### src/rtl/pipe_pkg.sv
// Shared definitions for elastic pipeline-stage buffers: width helpers,
// wrapping pointer increment and stage payload layouts.
package pipe_pkg;

  function automatic int unsigned ptr_w(input int unsigned depth);
    return (depth <= 1) ? 1 : $clog2(depth);
  endfunction

  function automatic int unsigned cnt_w(input int unsigned depth);
    return $clog2(depth + 1);
  endfunction

  // Explicit wrap at depth-1 so non-power-of-two depths index only real slots.
  function automatic int unsigned ptr_next(input int unsigned ptr, input int unsigned depth);
    return (ptr == depth - 1) ? 0 : ptr + 1;
  endfunction

  // Template stage payload; stages pack this into DATA_W and unpack on the far side.
  typedef struct packed {
    logic        reg_write;
    logic [1:0]  result_src;
    logic [31:0] alu_result;
    logic [31:0] read_result;
    logic [31:0] pc_plus_4;
    logic [31:0] imm_ext;
    logic [4:0]  rd;
  } mem_wb_payload_t;

endpackage

### src/rtl/pipe_stage_buf.sv
// Elastic pipeline-stage register: DEPTH-entry circular buffer with
// valid/ready on both sides and a synchronous flush that behaves like reset.
module pipe_stage_buf
  import pipe_pkg::*;
#(
  parameter int unsigned DATA_W        = 32,
  parameter int unsigned DEPTH         = 2,
  parameter bit          ZERO_ON_FLUSH = 1'b1
) (
  input  logic                      clk,
  input  logic                      rst,
  input  logic                      flush,
  input  logic                      in_valid,
  output logic                      in_ready,
  input  logic [DATA_W-1:0]         in_data,
  output logic                      out_valid,
  input  logic                      out_ready,
  output logic [DATA_W-1:0]         out_data,
  output logic [cnt_w(DEPTH)-1:0]   count
);

  localparam int unsigned PW = ptr_w(DEPTH);
  localparam int unsigned CW = cnt_w(DEPTH);

  // Handshake: a word moves on an edge where valid and ready are both high.
  // in_ready depends only on registered count, never on out_ready.
  logic [DATA_W-1:0] mem [DEPTH];
  logic [PW-1:0]     wr_ptr;
  logic [PW-1:0]     rd_ptr;
  logic              push;
  logic              pop;

  assign in_ready  = (count != CW'(DEPTH));
  assign out_valid = (count != '0);
  assign out_data  = mem[rd_ptr];
  assign push      = in_valid && in_ready;
  assign pop       = out_valid && out_ready;

  always_ff @(posedge clk) begin
    if (rst || flush) begin
      wr_ptr <= '0;
      rd_ptr <= '0;
      count  <= '0;
    end else begin
      if (push) wr_ptr <= PW'(ptr_next(32'(wr_ptr), DEPTH));
      if (pop)  rd_ptr <= PW'(ptr_next(32'(rd_ptr), DEPTH));
      if (push && !pop)      count <= count + CW'(1);
      else if (pop && !push) count <= count - CW'(1);
    end
  end

  // Push and pop slots never coincide: equal pointers mean empty (no pop)
  // or full (no push).
  always_ff @(posedge clk) begin
    if (rst || flush) begin
      if (ZERO_ON_FLUSH) begin
        for (int i = 0; i < int'(DEPTH); i++) mem[i] <= '0;
      end
    end else begin
      if (pop && ZERO_ON_FLUSH) mem[rd_ptr] <= '0;
      if (push) mem[wr_ptr] <= in_data;
    end
  end

endmodule
### config.mk
export PLATFORM = sky130hd
export DESIGN_NAME = pipe_stage_buf
export DESIGN_NICKNAME = d
export VERILOG_FILES = /design/src/rtl/pipe_pkg.sv /design/src/rtl/pipe_stage_buf.sv
export SDC_FILE = /design/constraint.sdc
export NUM_CORES = 1
export LEC_CHECK = 0
export CORE_MARGIN = 2
export CORE_UTILIZATION = 51
export CTS_BUF_LIST = sky130_fd_sc_hd__clkbuf_2 sky130_fd_sc_hd__clkbuf_4 sky130_fd_sc_hd__clkbuf_8
export DETAILED_ROUTE_END_ITERATION = 12
export PLACE_DENSITY = 0.82
export SYNTH_ARGS = -nofsm -noshare
export SYNTH_HDL_FRONTEND = slang
export SYNTH_SLANG_ARGS = --single-unit
### constraint.sdc
create_clock -name clk -period 3.1 [get_ports clk]
set_clock_uncertainty 0.15 [all_clocks]
set_input_delay 0.62 -clock clk [delete_from_list [all_inputs] [get_ports clk]]
set_output_delay 0.62 -clock clk [all_outputs]
set_load 0.005 [all_outputs]
==> out/qor.yml <==
synthesis:
  synth_flop_cell: "edfxtp_1"
  syn_area_per_cell_um2: 15.13
  synth_edf_count: 64
  ys.warnings.count: 0
  synth.distinct_cells: 24
  syn-instance-count: 201
  ys_seq_area_share_pct: 66.50
  ys_top_cells_by_count: "and2_1, edfxtp_1, mux2_2"
  yosys.area.top_type: "edfxtp_1"
  ys_ff_latch: 69
  syn_nets: 239
  netlist_area_mm2: 0.003040
  synth_top_area_share_pct: 63.21
  synthArstFlopShare_pct: 0
  netlist_top_cells_area: "edfxtp_1, and2_1, mux2_2"
grt:
  antenna_found_initial: 0
  grt_overflow: 0
  first_global_vias: 1823
  met3_usage_pct: 3.000
  grt_max_degree: 33
  grt.busiest_layer: "met2"
  gr-usage-met2_pct: 30.91
  grt_pass1_wl_um: 8300
  grt.total_usage_pct: 17.52
  use_met1_pct: 20.81
final_layout:
  n_fill_cell: 407
  multiInputGateArea_um2: 933.4
  syn2layout_area_growth_pct: 33.95
  layout.area.seq_mm2: 0.002022
  drive_gt1_share_pct: 20.07
  final_cell_area_mm2: 0.004073
  design.final.nets: 317
  diodes: 0
critical_path:
  crit_path_start_kind: "flip-flop"
  rr_worst_depth: 4
  path_cells: "buf_4 > mux2_2 > clkdlybuf4s50_1"
  r2r_setup_slack_ns: 1.07
  setup.worst_path.end_class: "output pin"
  critPathMaxStageDelay_ns: 0.44
  worst-path-max-fanout: 19
  timing.rr.end: "mem[1][16]"
  worstPathRequired_ns: 2.33
  worstSetupPathType: "reg -> out"
  crit_slowest_cell: "clkdlybuf4s50_1"
  r2r-start: "count[0]"
  crit_arrival_ns: 1.78
routing:
  wl_per_cell_um: 15.20
  drt-initial-drc-count: 117
  viasPerCell: 5.003
  finalWirelength_um: 5456
  firstDrtPassIters: 4
  route.detailed.drc: 0
  ant_nets: 0
  vias: 1796
place:
  dpl.hpwl_um: 3607
  portBuffers: 72
  gp_congestion: 0.7521
  placed_area_mm2: 0.003835
worst_hold_path:
  hold_start: "count[1]"
  hold_class: "reg -> reg"
  min_path_cells: 2
  hold_path_end: "count[1]"
timing:
  period_share_pct: 82.28
  clock.fmax_mhz: 392.1
  max_slew_margin_pct: 47.61
  setup_viol: 0
  worst_slew_pin_slew_ns: 0.7858
  rsz0062_at_grt: "false"
  hold_viol: 0
  tns_ns: 0
  finalMaxSlewViolations: 0
  layout_min_cycle_time_ns: 2.551
die:
  core_area_mm2: 0.005851
  io_pins: 73
  initial_utilization_pct: 51.97
  fp.dieW_um: 81.21
  core.rowCount: 28
  die_area_mm2: 0.006595
  die_h_um: 81.21
clock_network:
  ctsHtreeMaxLevel: 3
  cts-buffers-inserted: 9
  tritoncts: "done"
  numClockSinks: 69
  cts.path.max_buffers: 2
  cts.repair.resized: 0
  clockRootBuffer: "clkbuf_8"
  cts_hold_buf: 0
  clk_pin_slew_ns: 0.07
  clock_latency_ns: 0.32
  cts_setup_buffers: 0
outcome:
  status: "completed"
power_and_ir_drop:
  p_per_area_mw_per_mm2: 538.0
  ir_worst_vdd_uv: 301.0
  leakage_uw: 0.001603
flow_run:
  drv_cap: 0
[cell families (layout without fill, tap and decap cells)]
family	after synthesis	count (layout)	synth area share, %
AO/OA/AOI/OAI	7	7	1.399
XOR/XNOR	3	3	0.8644
adder cells (fa/ha/maj)	1	1	0.4115
buffers and inverters	13	96	2.839
flip-flops	69	69	66.50
multiplexers	32	32	11.85
AND/OR/NAND/NOR	76	76	16.13
[cells in the final DEF, fill, tap and decap left out, drive strengths merged]
cell	synthesis	final
ha	1	1
xor2	3	3
clkbuf	1	11
a21oi	2	2
and2	64	64
inv	2	2
dfxtp	5	5
o211ai	1	1
or2	2	2
clkinv	0	2
o21ai	3	3
nor4	1	1
mux2	32	32
nor2b	1	1
bufinv	0	3
clkdlybuf4s50	0	72
nor2	5	5
and4	1	1
buf	10	6
or3	2	2
a311o	1	1
edfxtp	64	64
[report_power, final]
group / leakage [uW] / switching [uW] / internal [uW]
registers: 0.000767 / 17.4 / 1070
logic: 0.000714 / 91.2 / 159
clock network: 0.000122 / 300 / 549
[state kept, by name, indices dropped and copies added (netlist names), named ones only]
name / flops
wr_ptr: 1
mem: 64
rd_ptr: 1
count: 2
[cell type report]
type                       instances  share of cell area [%]
sequential                        69                   49.65
multi-input combinational        119                   22.92
timing repair buffer              78                   19.11
clock buffer                      11                   3.410
clock inverter                     5                   2.427
tap                               75                   2.304
inverter                           2                  0.1843
[how the worst max path moves through the flow]
| stage | endpoint | slack (ns) | cells after the start |
|---|---|---|---|
| final | out_data[23] | 0.55 | 3 |
| after global routing | out_data[31] | 0.45 | 3 |
| after CTS | out_data[2] | 0.50 | 3 |
| after detailed placement | mem[1][18] | 0.43 | 4 |
| after global placement | mem[1][18] | 0.50 | 3 |
| after floorplan | mem[0][0] | 0.20 | 2 |
[metal layers]
metal / vias up / part of all wire, %
li1: 868 / -
met1: 864 / 40
met2: 55 / 53
met3: 9 / 5.0
met4: 0 / 1.2
met5: - / 0
[through the flow]
stage	setup slack [ns]	instances	hold slack [ns]	util [%]	power [uW]
floorplan	0.2005	201	0.3547	-	1212
global placement	0.4964	343	0.3737	65.55	1358
detailed placement	0.4311	343	0.3833	65.55	1366
CTS	0.4995	359	0.4038	69.61	2216
global route	0.4469	359	0.4197	69.61	2273
finish	0.5494	359	0.4008	69.61	2191
[worst max-delay path, delay by kind of cell, from the launching register on]
kind	cells	cell delay [ns]
mux	1	0.39
flops	1	0.35
buf+inv	2	0.72
(Power assumes the default switching activity.)
